<file path="config.mk">
export PLATFORM = sky130hd
export DESIGN_NAME = mem_bus_arbiter
export DESIGN_NICKNAME = d
export VERILOG_FILES = /design/src/rtl/mem_bus_arbiter.sv
export SDC_FILE = /design/constraint.sdc
export NUM_CORES = 1
export LEC_CHECK = 0
export BUFFER_PORTS_ARGS = -buffer_cell sky130_fd_sc_hd__buf_2
export CORE_UTILIZATION = 51
export DETAILED_ROUTE_END_ITERATION = 10
export PLACE_DENSITY = 0.86
export SLEW_MARGIN = 20
export SYNTH_ARGS = -nofsm -noshare
export SYNTH_HDL_FRONTEND = slang
export SYNTH_SLANG_ARGS = --single-unit
export TNS_END_PERCENT = 1
</file>
<file path="constraint.sdc">
create_clock -name clk -period 10.3 [get_ports clk]
set_input_delay 0 -clock clk [delete_from_list [all_inputs] [get_ports clk]]
set_output_delay 0 -clock clk [all_outputs]
set_load 0.03 [all_outputs]
</file>
<file path="src/rtl/mem_bus_arbiter.sv">
// mem_bus_arbiter: shares one sram-style memory port between instruction fetch
// and MEM-stage data access. Data has priority, a starvation counter lets a
// waiting fetch through, and a wait counter aborts transactions that get no
// mem_ready within TIMEOUT grant cycles.
module mem_bus_arbiter #(
  parameter int unsigned STARVE_LIMIT = 4,
  parameter int unsigned TIMEOUT      = 255
) (
  input  logic        clk,
  input  logic        rst,
  // instruction fetch side
  input  logic        inst_req,
  input  logic [31:0] inst_addr,
  output logic [31:0] inst_rdata,
  output logic        inst_ok,
  // data access side
  input  logic        data_req,
  input  logic [3:0]  data_wen,
  input  logic [31:0] data_addr,
  input  logic [31:0] data_wdata,
  output logic [31:0] data_rdata,
  output logic        data_ok,
  // shared memory port
  output logic        mem_req,
  output logic [3:0]  mem_wen,
  output logic [31:0] mem_addr,
  output logic [31:0] mem_wdata,
  input  logic [31:0] mem_rdata,
  input  logic        mem_ready,
  // abort indication
  output logic        bus_err
);

  localparam int unsigned STARVE_W = $clog2(STARVE_LIMIT + 1);
  localparam int unsigned WAIT_W   = $clog2(TIMEOUT + 1);

  localparam logic [STARVE_W-1:0] STARVE_MAX = STARVE_W'(STARVE_LIMIT);
  localparam logic [WAIT_W-1:0]   WAIT_LAST  = WAIT_W'(TIMEOUT - 1);

  typedef enum logic [1:0] {
    IDLE  = 2'd0,
    GNT_I = 2'd1,
    GNT_D = 2'd2
  } state_t;

  state_t               state;
  logic [STARVE_W-1:0]  starveCnt;
  logic [WAIT_W-1:0]    waitCnt;

  logic instView;
  logic dataView;
  logic pickData;
  logic pickInst;
  logic timeoutHit;
  logic xferWrite;

  // Arbitration view: a requester still holding req during its own ok cycle
  // is finishing, not asking again, so it is masked for that cycle.
  always_comb begin
    instView   = inst_req & ~inst_ok;
    dataView   = data_req & ~data_ok;
    pickData   = dataView & (~instView | (starveCnt < STARVE_MAX));
    pickInst   = instView & ~pickData;
    timeoutHit = (waitCnt == WAIT_LAST);
    xferWrite  = |mem_wen;
  end

  // Arbiter FSM with registered memory-port and completion outputs.
  always_ff @(posedge clk or posedge rst) begin
    if (rst) begin
      state      <= IDLE;
      starveCnt  <= '0;
      waitCnt    <= '0;
      mem_req    <= 1'b0;
      mem_wen    <= '0;
      mem_addr   <= '0;
      mem_wdata  <= '0;
      inst_ok    <= 1'b0;
      inst_rdata <= '0;
      data_ok    <= 1'b0;
      data_rdata <= '0;
      bus_err    <= 1'b0;
    end else begin
      inst_ok <= 1'b0;
      data_ok <= 1'b0;
      bus_err <= 1'b0;
      unique case (state)
        IDLE: begin
          if (pickData) begin
            state     <= GNT_D;
            mem_req   <= 1'b1;
            mem_wen   <= data_wen;
            mem_addr  <= data_addr;
            mem_wdata <= data_wdata;
            waitCnt   <= '0;
            if (instView) begin
              if (starveCnt != STARVE_MAX)
                starveCnt <= starveCnt + 1'b1;
            end else begin
              starveCnt <= '0;
            end
          end else if (pickInst) begin
            state     <= GNT_I;
            mem_req   <= 1'b1;
            mem_wen   <= '0;
            mem_addr  <= inst_addr;
            mem_wdata <= '0;
            waitCnt   <= '0;
            starveCnt <= '0;
          end else begin
            // nobody granted implies fetch is not waiting
            starveCnt <= '0;
          end
        end
        GNT_I, GNT_D: begin
          if (mem_ready) begin
            state   <= IDLE;
            mem_req <= 1'b0;
            if (state == GNT_D) begin
              data_ok    <= 1'b1;
              data_rdata <= xferWrite ? '0 : mem_rdata;
            end else begin
              inst_ok    <= 1'b1;
              inst_rdata <= xferWrite ? '0 : mem_rdata;
            end
          end else if (timeoutHit) begin
            state   <= IDLE;
            mem_req <= 1'b0;
            bus_err <= 1'b1;
            if (state == GNT_D) begin
              data_ok    <= 1'b1;
              data_rdata <= '0;
            end else begin
              inst_ok    <= 1'b1;
              inst_rdata <= '0;
            end
          end else begin
            waitCnt <= waitCnt + 1'b1;
          end
        end
        default: begin
          state   <= IDLE;
          mem_req <= 1'b0;
        end
      endcase
    end
  end

endmodule

</file>
==> summary.md <==
| Metric | Value |
|---|---|
| TritonCTS buffer count | 17 |
| Peak supply drop | 0.2401 mV |
| Clock share of power | 0.202 |
| Nets | 1002 |
| First-pass GRT wire length | 32.22 mm |
| Die Width | 110.9 um |
| Main synth FF type | dfrtp_1 |
| Xor/xnor cell area share of the yosys netlist | 0 |
| Power share of the combinational group | 0.464 |
| Unrepaired setup endpoints after global routing | no |
| WP data required | 10530 ps |
| Synthesis Warnings | 0 |
| Static Leakage | 4.916 nW |
| EDFF count, synth | 0 |
| Cells along the critical path | nor2b_2, a21o_2, mux2i_1, dlygate4sd3_1, o21ai_1 |
| Post-synthesis register bit count | 149 |
| Synth Cell Area | 6052 um2 |
| Post-route DRC | 0 |
| Skew-Pair Late Insertion Delay | 410 ps |
| Clk slew on worst S/H paths | 60 ps |
| Overall power | 2.956 mW |
| Post-synth ARST share | 1.000 |
| Syn Inst Count | 461 |
| Dpl cell area | 7437 um2 |
| Initial Utilization | 0.5278 |
| Critical Path Slowest Stage Cell | a21o_2 |
| Cell Rows | 39 |
| Top cells by area, synth | dfrtp_1, a22o_1, mux2i_1 |
| Final Cycle Share | 0.2794 |
| Net Switching | 1.329 mW |
| Ant diodes | 0 |
| Syn Nets | 604 |
| Routed WL per cell | 19.91 um |
| Rel. slew slack | 0.2622 |
| Area of the multi-input gates | 2096 um2 |
| Final Hold Viols | 0 |
| H-tree level count | 4 |
| Clock Tree Root | clkbuf_16 |
| Largest family of logic cells by synthesized area | compound AO/OA/AOI/OAI gates |
| Routability Congestion | 0.8955 |
| Iteration-0 DRC Markers | 425 |
| Library cells used by synthesis | 39 |
| Switch share | 0.4497 |
| Worst-case clock buffer depth | 2 |
| Commonest cells after routing, fill and taps aside | buf_2, dfrtp_1, dlygate4sd3_1 |
| Die height | 110.9 um |
| Simple-gate share of the synthesized area | 0.06368 |
| Seq/Total Area, Yosys | 0.6161 |
| Crit end category | flop |
| Multiplexer share of the synthesized area | 0.05830 |
| Num Clock Sinks | 149 |
| Antenna violations before repair | 0 |
| Vias in the first global route | 6295 |
| Filler instances | 591 |
| Area Overhead vs Synth | 54.62% |
| Flop pwr share | 0.334 |
| Critical path type | flop to flop |
| Crit Path Max Fanout | 36 |
| Yosys top cell by area | dfrtp_1 |
| Largest net degree at the start of global routing | 101 |
| CTS tree | built |
| Non-filler cells, final | 1015 |
| Post-Layout Inst Area | 9358 um2 |
| Layout cells sized above 1 | 0.3761 |
| Pint | 1.627 mW |
| Max-cap violations | 0 |
| Mean Syn Cell Area | 13.13 um2 |
| Final worst path period need | 2878 ps |
| Adder-cell share of the synthesized area | 0.01240 |
| Most common cell after layout, fill and taps aside | buf_2 |
| Dpl hpwl | 10.61 mm |
| Post-CTS Setup Bufs | 0 |
| CP peak stage delay | 910 ps |
| Worst slew pin tran | 1107 ps |
| Vias per inst | 5.734 |
| Detailed-route via count | 5820 |
| Setup_tns | 0 ps |
| Overflow after GRT | 0 |
| Placed Instances | 849 |
| Reg2Reg Setup Slack | 7420 ps |
| Total GRT Usage | 0.3361 |
| Fin. max-slew vios | 0 |
| Core box area | 11470 um2 |
| HP Class | input port to flop |
| Post-layout util | 0.8160 |
| Startpoint class of the critical path | flop |
| Maximum clock frequency | 0.3474 GHz |
| Post-CTS sizing | 0 |
| Worst setup margin | 7422 ps |
| Final Skew | 15.01 ps |
| Status | finished, final reports clean |
| Area fraction in compound gates after synthesis | 0.2090 |
| Worst hold slack | 74.39 ps |
| Final WL | 20.21 mm |
| Final setup viols | 0 |
| DRT Pass-1 Iters | 8 |
| Count of buffers from port buffering | 272 |
| FF/Latch Area | 3729 um2 |
| # IOs | 273 |
| DRT antenna net count | 0 |
| Post-synth top area share | 0.6161 |
| DP Worst Slack | 7948 ps |
| Full die area | 12310 um2 |
| Arrival time at the worst endpoint | 3100 ps |
| P per Cell Area | 315.9 nW/um2 |
critical path, delay by kind of cell (launching register included):
kind                   cells  cell delay [ps]
AOI/OAI and AO/OA          2             1010
buffers and inverters      1              640
DFF                        1              400
muxes                      1              350
and+or+nand+nor            1              260
synthesized netlist by cell type, drive strengths merged (3+ instances only):
cell type  instances
nand2b             6
buf               20
nor2               3
nand3              8
clkbuf            11
a21oi              6
inv               10
a31oi             10
mux2i             33
o21ai             36
a22o             102
nor2b              3
nand2             37
nand4              3
ha                 6
dfrtp            149
flip-flops by register name (all words and copies together) (netlist names):
signal / cells
bus_err: 1
data_ok: 1
data_rdata: 32
inst_ok: 1
inst_rdata: 32
mem_addr: 32
mem_req: 1
mem_wdata: 32
mem_wen: 4
starveCnt: 3
state: 2
waitCnt: 8
routing by layer:
layer / routed length, um / vias up / track usage
li1: - / 2516 / -
met1: 7182 / 2855 / 0.3799
met2: 10590 / 354 / 0.5872
met3: 1354 / 95 / 0.07545
met4: 1076 / 0 / 0.1884
met5: 0 / - / 0
power by group through the flow:
| stage | Clock, mW | Combinational (mW) | Sequential [mW] |
|---|---|---|---|
| after global routing | 0.628 | 1.44 | 1.01 |
| final | 0.598 | 1.37 | 0.986 |
| after detailed placement | 0 | 1.28 | 0.961 |
| after global placement | 0 | 1.24 | 0.958 |
| after floorplan | 0 | 0.463 | 1.41 |
| after CTS | 0.601 | 1.33 | 0.963 |
cells by family (layout without fill, tap and decap cells):
family,count (synthesis),count (layout)
AO/OA/AOI/OAI,162,162
adder cells (fa/ha/maj),6,6
buffers and inverters,41,452
flip-flops,149,149
multiplexers,35,35
AND/OR/NAND/NOR,68,68
worst paths after layout:
path / from / endpoint / depth (start not counted)
min in group asynchronous: rst / inst_rdata[23] / 3
hold / removal: data_req / starveCnt[2] / 4
max in group asynchronous: rst / inst_rdata[14] / 4
setup / recovery: inst_ok / mem_addr[14] / 5
hold reg to reg: mem_addr[0] / mem_addr[0] / 2
setup reg to reg: inst_ok / mem_addr[14] / 5
area by class of cell:
class,instances,share of cell area
Timing Repair Buffer,410,0.2924
Sequential cell,149,0.3984
Tap cell,143,0.01912
Clock buffer,19,0.04840
Multi-Input combinational cell,271,0.2240
Inverter,10,0.004546
Clock inverter,13,0.01310
repair_timing:
| item | 4_1_cts | 5_1_grt |
|---|---|---|
| endpoints found under the setup margin | 0 | 0 |
| hold buffers | 134 | 0 |
| endpoints found under the hold margin | 196 | 0 |
Power figures use the tool's default switching activity.
